File: config.mk
export PLATFORM = sky130hd
export DESIGN_NAME = bram_exerciser
export DESIGN_NICKNAME = d
export VERILOG_FILES = /design/src/rtl/bram_exerciser.sv
export SDC_FILE = /design/constraint.sdc
export NUM_CORES = 1
export LEC_CHECK = 0
export CAP_MARGIN = 10
export CELL_PAD_IN_SITES_DETAIL_PLACEMENT = 1
export CELL_PAD_IN_SITES_GLOBAL_PLACEMENT = 1
export CORE_ASPECT_RATIO = 2
export CORE_UTILIZATION = 41
export DETAILED_ROUTE_END_ITERATION = 8
export GPL_ROUTABILITY_DRIVEN = 1
export GPL_TIMING_DRIVEN = 0
export PLACE_DENSITY_LB_ADDON = 0.1
export REMOVE_ABC_BUFFERS = 1
export SLEW_MARGIN = 20
export SYNTH_ARGS = -nofsm -noshare
export SYNTH_HDL_FRONTEND = slang
export SYNTH_SLANG_ARGS = --single-unit
File: constraint.sdc
create_clock -name clk -period 4.6 [get_ports clk]
set_clock_uncertainty 0.1 [all_clocks]
set_input_delay 0.46 -clock clk [delete_from_list [all_inputs] [get_ports clk]]
set_output_delay 0.46 -clock clk [all_outputs]
set_load 0.1 [all_outputs]
File: src/rtl/bram_exerciser.sv
// rtl/bram_exerciser.sv - on-chip BRAM test initiator: checksum, pattern fill, pattern check.
// Optional byte-lane write test is enabled by defining BRAM_EXERCISER_LANE_EN.
module bram_exerciser #(
   parameter int ADDR_WIDTH = 10,
   parameter int DATA_WIDTH = 32
) (
   input  logic                    clk,
   input  logic                    rst,
   input  logic                    start,
   input  logic [DATA_WIDTH-1:0]   seed,
   output logic [ADDR_WIDTH-1:0]   addr_a,
   input  logic [DATA_WIDTH-1:0]   q_a,
   output logic [DATA_WIDTH/8-1:0] we_b,
   output logic [ADDR_WIDTH-1:0]   addr_b,
   output logic [DATA_WIDTH-1:0]   din_b,
   output logic                    busy,
   output logic                    done,
   output logic                    pass,
   output logic [15:0]             err_count,
   output logic [ADDR_WIDTH-1:0]   first_err_addr,
   output logic [DATA_WIDTH-1:0]   init_sum
);

   localparam int LANES = DATA_WIDTH / 8;
   localparam logic [ADDR_WIDTH-1:0] LAST = '1;

   typedef enum logic [2:0] {
      S_IDLE,
      S_SUM,
      S_FILL,
      S_CHECK,
`ifdef BRAM_EXERCISER_LANE_EN
      S_LANE_FILL,
      S_LANE_CHECK,
`endif
      S_FINISH
   } state_t;

   state_t                 state;
   logic [DATA_WIDTH-1:0]  seed_l;
   logic                   drain;
   logic                   rd_vld;
   logic                   rd_chk;
   logic [ADDR_WIDTH-1:0]  rd_idx;
   logic [DATA_WIDTH-1:0]  exp_word;
   logic                   mismatch;
   logic [ADDR_WIDTH-1:0]  addr_b_nxt;
`ifdef BRAM_EXERCISER_LANE_EN
   logic                   rd_lane;
`endif

   function automatic logic [DATA_WIDTH-1:0] pat(input logic [ADDR_WIDTH-1:0] i);
      logic [DATA_WIDTH-1:0] z;
      z = DATA_WIDTH'(i);
      return seed_l ^ z ^ (z << 16);
   endfunction

`ifdef BRAM_EXERCISER_LANE_EN
   function automatic logic [LANES-1:0] lane_mask(input logic [ADDR_WIDTH-1:0] i);
      logic [LANES-1:0] m;
      for (int l = 0; l < LANES; l++)
         m[l] = (l == (int'(i) % LANES));
      return m;
   endfunction

   function automatic logic [DATA_WIDTH-1:0] lane_pat(input logic [ADDR_WIDTH-1:0] i);
      logic [DATA_WIDTH-1:0] p;
      p = pat(i);
      for (int l = 0; l < LANES; l++)
         if (l == (int'(i) % LANES))
            p[l*8 +: 8] = 8'hA5;
      return p;
   endfunction
`endif

   // q_a returned this cycle belongs to rd_idx, presented one cycle earlier
   always_comb begin
      exp_word = pat(rd_idx);
`ifdef BRAM_EXERCISER_LANE_EN
      if (rd_lane)
         exp_word = lane_pat(rd_idx);
`endif
      mismatch   = rd_vld && rd_chk && (q_a != exp_word);
      addr_b_nxt = addr_b + 1'b1;
   end

   always_ff @(posedge clk) begin
      if (rst) begin
         state          <= S_IDLE;
         seed_l         <= '0;
         drain          <= 1'b0;
         rd_vld         <= 1'b0;
         rd_chk         <= 1'b0;
         rd_idx         <= '0;
         addr_a         <= '0;
         addr_b         <= '0;
         we_b           <= '0;
         din_b          <= '0;
         busy           <= 1'b0;
         done           <= 1'b0;
         pass           <= 1'b0;
         err_count      <= '0;
         first_err_addr <= '0;
         init_sum       <= '0;
`ifdef BRAM_EXERCISER_LANE_EN
         rd_lane        <= 1'b0;
`endif
      end else begin
         rd_vld <= 1'b0;
         if (rd_vld && !rd_chk)
            init_sum <= init_sum + q_a;
         if (mismatch) begin
            if (err_count != 16'hFFFF)
               err_count <= err_count + 16'd1;
            if (err_count == 16'd0)
               first_err_addr <= rd_idx;
         end

         case (state)
            S_IDLE: begin
               we_b <= '0;
               done <= 1'b0;
               if (start) begin
                  seed_l         <= seed;
                  err_count      <= '0;
                  first_err_addr <= '0;
                  init_sum       <= '0;
                  pass           <= 1'b0;
                  busy           <= 1'b1;
                  addr_a         <= '0;
                  drain          <= 1'b0;
                  state          <= S_SUM;
               end
            end

            S_SUM,
`ifdef BRAM_EXERCISER_LANE_EN
            S_LANE_CHECK,
`endif
            S_CHECK: begin
               if (!drain) begin
                  rd_vld <= 1'b1;
                  rd_chk <= (state != S_SUM);
                  rd_idx <= addr_a;
`ifdef BRAM_EXERCISER_LANE_EN
                  rd_lane <= (state == S_LANE_CHECK);
`endif
                  if (addr_a == LAST) begin
                     addr_a <= '0;
                     drain  <= 1'b1;
                  end else begin
                     addr_a <= addr_a + 1'b1;
                  end
               end else begin
                  drain <= 1'b0;
                  if (state == S_SUM) begin
                     state  <= S_FILL;
                     addr_b <= '0;
                     we_b   <= '1;
                     din_b  <= pat('0);
                  end
`ifdef BRAM_EXERCISER_LANE_EN
                  else if (state == S_CHECK) begin
                     state  <= S_LANE_FILL;
                     addr_b <= '0;
                     we_b   <= lane_mask('0);
                     din_b  <= {LANES{8'hA5}};
                  end
`endif
                  else begin
                     // last compare lands on this edge, so fold it into pass
                     state <= S_FINISH;
                     busy  <= 1'b0;
                     done  <= 1'b1;
                     pass  <= (err_count == 16'd0) && !mismatch;
                  end
               end
            end

            S_FILL: begin
               if (addr_b == LAST) begin
                  addr_b <= '0;
                  we_b   <= '0;
                  din_b  <= '0;
                  addr_a <= '0;
                  state  <= S_CHECK;
               end else begin
                  addr_b <= addr_b_nxt;
                  din_b  <= pat(addr_b_nxt);
               end
            end

`ifdef BRAM_EXERCISER_LANE_EN
            S_LANE_FILL: begin
               if (addr_b == LAST) begin
                  addr_b <= '0;
                  we_b   <= '0;
                  din_b  <= '0;
                  addr_a <= '0;
                  state  <= S_LANE_CHECK;
               end else begin
                  addr_b <= addr_b_nxt;
                  we_b   <= lane_mask(addr_b_nxt);
               end
            end
`endif

            S_FINISH: begin
               done   <= 1'b0;
               addr_a <= '0;
               addr_b <= '0;
               state  <= S_IDLE;
            end

            default: state <= S_IDLE;
         endcase
      end
   end

endmodule

==> flow_metrics.tcl <==
set metrics [dict create \
    startpoint_type "input pin" \
    synth_cell_types 69 \
    synth_top_area_share_pct 37.41 \
    slew_headroom_pct 27.25 \
    post-cts-setup-buffer-count 0 \
    cts_buffer_depth 2 \
    max_clock_freq_mhz 272.9 \
    grt.total_usage_pct 28.44 \
    worstHoldPathType "reg -> reg" \
    drive_gt1_share_pct 4.964 \
    first_global_vias 9071 \
    drc 0 \
    status "complete, no violations" \
    ant_nets 0 \
    ios 184 \
    synth_top_area_cell "dfxtp_1" \
    grt_max_degree 61 \
    gp_congestion 0.9165 \
    required_ns 4.81 \
    yosysMostFrequentCell "nand2_1" \
    ys_ff_latch 162 \
    synth_commonest_cells "nand2_1 (182), dfxtp_1 (162), a21oi_1 (115), nor2_1 (106)" \
    place_area_sq_um 10730 \
    fin_nets 1340 \
    hpwlAfterDp_microns 23310 \
    yosys-top-cells-area "dfxtp_1 (37%), nand2_1 (7.9%), a21oi_1 (6.6%)" \
    hold_viol_final 0 \
    cts_root_buffer "clkbuf_16" \
    synth_ff_type "dfxtp_1" \
    clkSlewWorstSetupHoldPaths_ns 0.07 \
    cts_buffers 17 \
    p_leak_nw 4.269 \
    pre_cts_slack_ns 0.4507 \
    synth_cells 1094 \
    die_w_microns 104.8 \
    vias 8567 \
    grt_setup_unrepaired "no" \
    slew_violations 0 \
    ctsHoldBuffers 0 \
    core-area_sq_um 20550 \
    die-area_sq_um 21760 \
    crit_fanout 5 \
    viasPerCell 5.651 \
    area_growth_pct 30.51 \
    yosysWarningCount 0 \
    syn_area_sq_um 8668 \
    synth-edff-count 0 \
    rows 74 \
    drt_wl_total_microns 30470 \
    antenna_found_initial 1 \
    cts_resized 0 \
    chipHeight_microns 207.6 \
    arrival_ns 3.87 \
    grt-ovfl-total 0 \
    async_flop_share_pct 0 \
    setup_viol 0 \
    wire_per_inst_microns 20.10 \
    synth.avg_cell_area_sq_um 7.924 \
    seq_area_frac_synth_pct 37.41 \
    p_per_area_nw_per_um2 301.0 \
    cts_tree "done" \
    p_total_mw 3.405 \
    worst_slack_ns 0.9355 \
    clkSinkCount 162 \
    period_share_pct 79.66 \
    dr.first_iter.drc_count 328 \
    tightest_slew_ns 1.088 \
    grt_pass1_wl_microns 47760 \
    final_util_pct 55.04 \
    initial_utilization_pct 42.17 \
    ctsHtreeMaxLevel 4 \
    final.min_clock_period_ns 3.664 \
    clock_latency_ns 0.44 \
    fin_area_sq_um 11310 \
    setup_tns_ns 0 \
    ir_drop_v 0.0002479 \
    drt_first_pass_iters 4 \
    cp-end-kind "flip-flop" \
    io_buffers 183 \
    maxCapViolCount 0 \
    critical_path_class "in -> reg" \
]
[cells by family after synthesis]
kind of cell	after synthesis	synth area share, %
adder cells (fa/ha/maj)	36	5.283
XOR/XNOR	101	10.20
buffers and inverters	83	3.767
AND/OR/NAND/NOR	426	22.55
AO/OA/AOI/OAI	275	19.52
flip-flops	162	37.41
multiplexers	11	1.270
[registers in the layout (all words and copies together) (netlist names), 10 cells and up]
name            flops
init_sum           32
seed_l             32
addr_a             10
addr_b             10
rd_idx             10
din_b              32
first_err_addr     10
err_count          16
[routing by layer]
layer | track usage, % | vias to the layer above | part of all wire (%)
met5 | 0 | - | 0
met4 | 20.40 | 0 | 6.7
met3 | 3.642 | 86 | 2.7
met2 | 56.18 | 206 | 56
met1 | 25.78 | 4155 | 34
li1 | - | 4120 | -
[power breakdown]
part / internal [mW] / switching, mW / total, mW
Sequential: 1.43 / 0.0357 / 1.47
Combinational: 0.184 / 0.311 / 0.495
Clock: 0.807 / 0.636 / 1.44
[area by class of cell]
| class | instances | area (sq um) |
|---|---|---|
| Inverter | 17 | 63.81 |
| Multi-Input combinational cell | 849 | 5139 |
| Clock inverter | 14 | 157.7 |
| Antenna cell | 1 | 2.502 |
| Sequential cell | 162 | 3243 |
| Timing Repair Buffer | 190 | 1949 |
| Tap cell | 266 | 332.8 |
| Clock buffer | 17 | 425.4 |
| Fill cell | 2529 | 9241 |
[metrics by stage]
| stage | instances | hold slack, ns |
|---|---|---|
| after floorplan | 1028 | 0.3518 |
| after CTS | 1515 | 0.3747 |
| after global placement | 1477 | 0.3599 |
| after global routing | 1516 | 0.4066 |
| after detailed placement | 1484 | 0.3702 |
| final | 1516 | 0.3774 |
[worst max-delay path: stages]
cell             delay (ns)
clkdlybuf4s50_1        0.51
ha_1                   0.28
fa_1                   0.42
a21o_1                 0.19
a221oi_1               0.64
a311o_1                0.27
nand2_1                0.13
a21oi_1                0.50
o41ai_1                0.19
xnor2_1                0.20
o21ai_1                0.07
[cells in the final DEF (no fill, tap or decap), types with 7 or more instances in the layout]
cell               n
clkbuf_16         17
or3_1              7
mux2i_1           11
ha_1              35
nor3_1            18
nand2b_1           8
nand2_1          182
a22oi_1           36
clkdlybuf4s50_1  182
a21o_1            13
and3_1            14
nor4_1             7
nor2_1           105
xor2_1            43
inv_1             16
nand4_1           13
o21ai_0           43
xnor2_1           58
dfxtp_1          162
a21oi_1          114
a31oi_1           11
nand3_1           39
[path summary, 6_finish.rpt]
| path | start | endpoint | slack [ns] | depth (start not counted) |
|---|---|---|---|---|
| worst max-delay path | q_a[0] | init_sum[30] | 0.94 | 11 |
| worst min-delay path | init_sum[7] | init_sum[7] | 0.38 | 2 |
| worst max register to register | init_sum[0] | init_sum[30] | 1.22 | 10 |
| worst min register to register | init_sum[7] | init_sum[7] | 0.38 | 2 |
Note: power is estimated with default switching activity, not from simulation.
